`src/rtl/sync_debounce.sv`:
```
// Two-flop synchronizer followed by a four-state stability FSM producing a debounced level.
// Optional fall pulse output is enabled by defining SYNC_DEBOUNCE_FALL_EN.
module sync_debounce #(
    parameter int STABLE_CYCLES = 4,
    parameter int CNT_W         = 8
) (
    input  logic clk,
    input  logic rst,
    input  logic d,
    output logic q,
    output logic busy,
    output logic rise
`ifdef SYNC_DEBOUNCE_FALL_EN
    ,
    output logic fall
`endif
);

    localparam logic [1:0] LOW      = 2'd0;
    localparam logic [1:0] CHK_HIGH = 2'd1;
    localparam logic [1:0] HIGH     = 2'd2;
    localparam logic [1:0] CHK_LOW  = 2'd3;

    localparam logic [CNT_W-1:0] CNT_LAST = CNT_W'(STABLE_CYCLES - 1);
    localparam logic [CNT_W-1:0] CNT_ONE  = CNT_W'(1);

    logic             sync1_q, sync2_q;
    logic [1:0]       state_q, state_d;
    logic [CNT_W-1:0] cnt_q, cnt_d;
    logic             q_q, q_d;
    logic             rise_q, rise_d;
`ifdef SYNC_DEBOUNCE_FALL_EN
    logic             fall_q, fall_d;
`endif

    // Only the second synchronizer stage is allowed to influence the FSM.
    always_ff @(posedge clk) begin
        if (rst) begin
            sync1_q <= 1'b0;
            sync2_q <= 1'b0;
        end else begin
            sync1_q <= d;
            sync2_q <= sync1_q;
        end
    end

    always_comb begin
        state_d = state_q;
        cnt_d   = cnt_q;
        q_d     = q_q;
        rise_d  = 1'b0;
`ifdef SYNC_DEBOUNCE_FALL_EN
        fall_d  = 1'b0;
`endif
        case (state_q)
            LOW: begin
                if (sync2_q) begin
                    state_d = CHK_HIGH;
                    cnt_d   = CNT_ONE;
                end else begin
                    cnt_d   = '0;
                end
            end
            CHK_HIGH: begin
                if (!sync2_q) begin
                    state_d = LOW;
                    cnt_d   = '0;
                end else if (cnt_q == CNT_LAST) begin
                    state_d = HIGH;
                    cnt_d   = '0;
                    q_d     = 1'b1;
                    rise_d  = 1'b1;
                end else begin
                    cnt_d   = cnt_q + CNT_ONE;
                end
            end
            HIGH: begin
                if (!sync2_q) begin
                    state_d = CHK_LOW;
                    cnt_d   = CNT_ONE;
                end else begin
                    cnt_d   = '0;
                end
            end
            CHK_LOW: begin
                // A returning 1 is a glitch: abandon the fall and restart the count.
                if (sync2_q) begin
                    state_d = HIGH;
                    cnt_d   = '0;
                end else if (cnt_q == CNT_LAST) begin
                    state_d = LOW;
                    cnt_d   = '0;
                    q_d     = 1'b0;
`ifdef SYNC_DEBOUNCE_FALL_EN
                    fall_d  = 1'b1;
`endif
                end else begin
                    cnt_d   = cnt_q + CNT_ONE;
                end
            end
            default: begin
                state_d = LOW;
                cnt_d   = '0;
            end
        endcase
    end

    always_ff @(posedge clk) begin
        if (rst) begin
            state_q <= LOW;
            cnt_q   <= '0;
            q_q     <= 1'b0;
            rise_q  <= 1'b0;
        end else begin
            state_q <= state_d;
            cnt_q   <= cnt_d;
            q_q     <= q_d;
            rise_q  <= rise_d;
        end
    end

`ifdef SYNC_DEBOUNCE_FALL_EN
    always_ff @(posedge clk) begin
        if (rst) begin
            fall_q <= 1'b0;
        end else begin
            fall_q <= fall_d;
        end
    end

    assign fall = fall_q;
`endif

    assign q    = q_q;
    assign rise = rise_q;
    assign busy = (state_q == CHK_HIGH) || (state_q == CHK_LOW);

endmodule

```
`config.mk`:
```
export PLATFORM = sky130hd
export DESIGN_NAME = sync_debounce
export DESIGN_NICKNAME = d
export VERILOG_FILES = /design/src/rtl/sync_debounce.sv
export SDC_FILE = /design/constraint.sdc
export NUM_CORES = 1
export LEC_CHECK = 0
export ABC_AREA = 1
export BUFFER_PORTS_ARGS = -buffer_cell sky130_fd_sc_hd__buf_2
export CORE_AREA = 2 2 40 42
export DETAILED_ROUTE_END_ITERATION = 10
export DIE_AREA = 0 0 42 44
export GPL_TIMING_DRIVEN = 0
export HOLD_SLACK_MARGIN = 0.08
export PLACE_DENSITY = 0.65
export RECOVER_POWER = 25
export SYNTH_ARGS = -nofsm -noshare
export SYNTH_HDL_FRONTEND = slang
export SYNTH_SLANG_ARGS = --single-unit
```
`constraint.sdc`:
```
create_clock -name clk -period 1 [get_ports clk]
set_input_delay 0.1 -clock clk [delete_from_list [all_inputs] [get_ports clk]]
set_output_delay 0.1 -clock clk [all_outputs]
set_load 0.005 [all_outputs]
```
Word level (Yosys, flattened, before mapping)
Cells that the tools add are included.
- bitwise logic cells: 2
- add/sub/neg operators: 1
- reduce and logical (&&, ||, !) cells: 6
- eq/ne operators: 12
- muxes and demuxes: 19
- operator list (kind ; count):
    8-bit case mux with 4 select lines ; 1
    8-bit two-way mux ; 3
    2-bit two-way mux ; 6
    2-bit != test, second input constant ; 6
    8-bit by 1-bit adder with 8-bit output, second input constant ; 1
    8-bit by 2-bit == test with 1-bit output, second input constant ; 1
    2-bit case mux with 4 select lines ; 1
    1-bit two-way mux ; 7
    3-bit != test, second input constant ; 2
    5-bit AND reduction ; 1
    2-bit == test, second input constant ; 2
    4-bit AND reduction ; 1
    3-bit OR reduction ; 1
    2-bit by 1-bit == test with 1-bit output, second input constant ; 1
    2-bit zero test ; 1
    1-bit NOT ; 2
    1-bit case mux with 2 select lines ; 1
    2-bit nonzero test ; 1
    1-bit logical OR ; 1
- output and inout port bits: 3
- word-level logic and storage cells: 46
- bits in registers: 14

Logic depth before layout (Yosys ltp)
- depth after elaboration: 4
- depth in mapped cells: 6

Least setup slack after synthesis
No wires, ideal clock.
- kind: flip-flop to flip-flop
- from: reg cnt_q[0]
- to: reg cnt_q[0]
- cell stages (with the launch flop): 7
- setup slack: -0.099 ns
- data required time: 0.888 ns
- arrival: 0.987 ns
- setup time: 0.112 ns
- buffers on the path: 0
- clock period less this slack: 1.099 ns
- path through: dfxtp_1 > ha_1 > nand2_1 > nor2_2 > nand2_1 > nand3b_1 > nor2_1
- cells in the longest elaborated chain, start to end: 4
- elaborated cells between the ends (all ways): 6
- RTL lines (element ; RTL line ; source):
    start, declared ; 29 ; logic [CNT_W-1:0] cnt_q, cnt_d;
    start signal, assigned ; 116 ; cnt_q <= cnt_d;
    8-bit by 1-bit adder with 8-bit output / 8-bit by 2-bit == test with 1-bit output (equally long branches) ; n/a ;
    8-bit two-way mux * ; 68, 90 ;
    8-bit two-way mux, on equally long branches ; 87, 65 ;
    8-bit case mux with 4 select lines * ; 55 ; case (state_q)
Mark *: on every way between the ends. The rest lies on a longest branch, timed or not.
A chain may end at the register's enable or synchronous reset.

Worst setup path after layout
- from: reg cnt_q[1]
- to: reg cnt_q[6]
Same word-level chain as after synthesis.

==> impl_metrics.yaml <==
run_status:
  outcome: "finished, violations left"
  violations: "negative setup slack"
grt:
  grtUsageTotal_pct: 13.96
  grt_max_degree: 9
  grt_pass1_wl_um: 1959
  antenna_found_initial: 0
  grt_pass1_vias: 512
  grt_overflow: 0
floorplanning:
  die_area_sq_mm: 0.001848
  io_pins: 6
  rows: 14
  start_util_pct: 44.27
  die_h_um: 44
  coreArea_sq_mm: 0.001419
  die_w_um: 42
finish:
  diodes: 0
  layout_common_cells: "15 x nor2_1, 12 x inv_1, 12 x nand2_1"
  area_growth_pct: 31.28
  regArea_sq_um: 292.8
  fillers: 132
  final_util_pct: 58.11
  nets: 106
  final_layout_size_suffix_gt1_share_pct: 38.61
  multi_input_area_sq_um: 355.3
  final_common_cell: "nor2_1"
timing:
  tightest_slew_ps: 238.7
  relSlewSlack_pct: 83.97
  finalSetupViolations: 10
  min_period_ps: 1052
  finalCritPeriodShare_pct: 105.2
  rsz0062_at_grt: "yes"
  drv_slew: 0
  setup_slack_ps: -52.13
  fin_skew_ps: 2.264
  finalHoldViolCount: 0
  fmax_mhz: 950.5
critical_path:
  cp_max_fo: 3
  reg2reg_depth: 6
  startpoint: "cnt_q[1]"
  path_class: "reg2reg"
  crit_path_end: "cnt_q[6]"
  critPathTopFamily: "flip-flops"
  cp.depth: 6
  critPathSlowestCell: "dfxtp_2"
  cp.buffers_inverters: 0
  crit_chain: "ha_4, nand2_4, nor2_1, nand2_1, xor2_1, nor2_2"
  r2r-end: "cnt_q[6]"
  crit_path_start_kind: "register"
  cp.required_ps: 1180
  r2r-start: "cnt_q[1]"
  worst-r2r-setup-slack_ps: -50
  cp_data_arrival_time_ps: 1230
  critPathMaxStageDelay_ps: 360
  critPathCaptureType: "register"
clock_network:
  clk_pin_slew_worst_paths_ps: 90
  cts_root_buf: "clkbuf_4"
  h-tree-depth: 1
  clock_latency_ps: 280
  cts_sinks: 14
  cts_made_buffers: 3
  cts_buffer_depth: 2
  cts_tree: "built"
placed_design:
  place_hpwl_um: 795.8
  gp_congestion: 0.6904
  portBuffers: 5
  preCtsSetupSlack_ps: -96.22
drt:
  vias: 578
  drt_pass1_iterations: 5
  wl_per_cell_um: 10.12
  routed_via_density: 4.940
  drt-initial-drc-count: 6
  drc_errors: 0
  postRouteAntennaNets: 0
  drt_wl_total_um: 1184
yosys:
  netlist_instances: 87
  synth-simple-area-share_pct: 36.45
  muxShareOfSynthArea_pct: 0
  avgSynthCellArea_sq_um: 7.220
  yosys_register_bits: 14
  synth_adder_area_share_pct: 1.992
  syn-num-nets: 91
  synth_top_area_share_pct: 44.62
  synthTopCellsByArea: "dfxtp_1 45%, nor2_1 11%, nand2_1 10%, inv_1 7.2%, nand3_1 4.0%"
  yosysWarnings: 0
  synth_area_leader_cell: "dfxtp_1"
  ys_seq_area_share_pct: 44.62
  synth-xor-area-share_pct: 5.578
  syn-cell-area_sq_um: 628.1
  ys_types: 18
  synth_compound_gate_area_share_pct: 2.988
  synth_top_family_by_area: "simple AND/OR/NAND/NOR gates"
power:
  ir_worst_vdd_v: 0.0008634
  power_mw: 1.006
  p_leak_nw: 0.3733
  powerDensity_mw_per_mm2: 1220
min_path:
  hp-start: "sync1_q"
  hold_class: "reg2reg"
flow_run:
  drv_cap: 0
power breakdown:
group	leakage [nW]	internal, mW	switching, mW
registers	0.118	0.560	0.00465
clock network	0.0210	0.222	0.187
logic	0.235	0.0167	0.0160
total	0.373	0.799	0.208
layer usage:
layer  share of wire [%]  routed length, um  up-vias  GRT usage [%]
met3                 2.4                 28        4          2.500
met1                  44                518      270          15.94
met4                 1.8                 21        0          7.742
met5                   0                  0        -              0
li1                    -                  -      296              -
met2                  52                616        8          24.69
repair_timing:
action                                  4_1_cts  5_1_grt
hold endpoints to repair                      2        0
setup buffers                                 2        1
endpoints found under the setup margin       13       12
hold buffers                                  2        0
gates resized for setup                       5       16
pin swaps                                     2        9
synthesized netlist by cell type:
| library cell | count |
|---|---|
| nor2_1 | 19 |
| nand2_1 | 17 |
| dfxtp_1 | 14 |
| inv_1 | 12 |
| nand3_1 | 5 |
| nor2_2 | 4 |
| nand4_1 | 3 |
| xnor2_1 | 2 |
| xor2_1 | 2 |
| a31oi_1 | 1 |
| clkbuf_1 | 1 |
| ha_1 | 1 |
| inv_2 | 1 |
| nand2_2 | 1 |
| nand3b_1 | 1 |
| nor2_4 | 1 |
| o21ai_0 | 1 |
| o21bai_1 | 1 |
how the worst min path moves through the flow:
stage               slack, ps       to  depth (start not counted)
floorplan                 170  sync1_q                          1
global placement          310  sync1_q                          3
detailed placement        320  sync1_q                          3
CTS                       420  sync2_q                          2
global route              440  sync2_q                          2
finish                    410  sync2_q                          2
sequential cells by signal, summed over array words and instances, names as in the netlist, named ones only:
| name | flops |
|---|---|
| rise | 1 |
| sync1_q | 1 |
| state_q | 1 |
| q | 1 |
| cnt_q | 8 |
| sync2_q | 1 |
area by class of cell:
cell class,instances,area share [%]
Multi-Input combinational cell,59,43.10
Timing Repair Buffer,10,8.194
Clock buffer,4,4.401
Sequential cell,14,35.51
Inverter,13,5.918
Buffer,1,0.4552
Tap cell,16,2.428
worst register-to-register path, stage by stage, from the launching register on:
cell	delay, ps
dfxtp_2	360
ha_4	160
nand2_4	50
nor2_1	80
nand2_1	70
xor2_1	180
nor2_2	40
through the flow:
| step | instance area, sq um | instances | hold slack, ps | TNS, ps |
|---|---|---|---|---|
| floorplan | 643.1 | 87 | 171.2 | 0 |
| global placement | 688.2 | 108 | 309.9 | -710.6 |
| detailed placement | 688.2 | 108 | 321.1 | -802.6 |
| CTS | 772.0 | 116 | 416.0 | -468.5 |
| global route | 824.5 | 117 | 441.6 | -1438 |
| finish | 824.5 | 117 | 410.5 | -367.7 |
cell families after synthesis:
logic type,after synthesis
AND/OR/NAND/NOR,51
buffers and inverters,14
flip-flops,14
XOR/XNOR,4
AO/OA/AOI/OAI,3
adder cells (fa/ha/maj),1
Note: power is estimated with default switching activity, not from simulation.
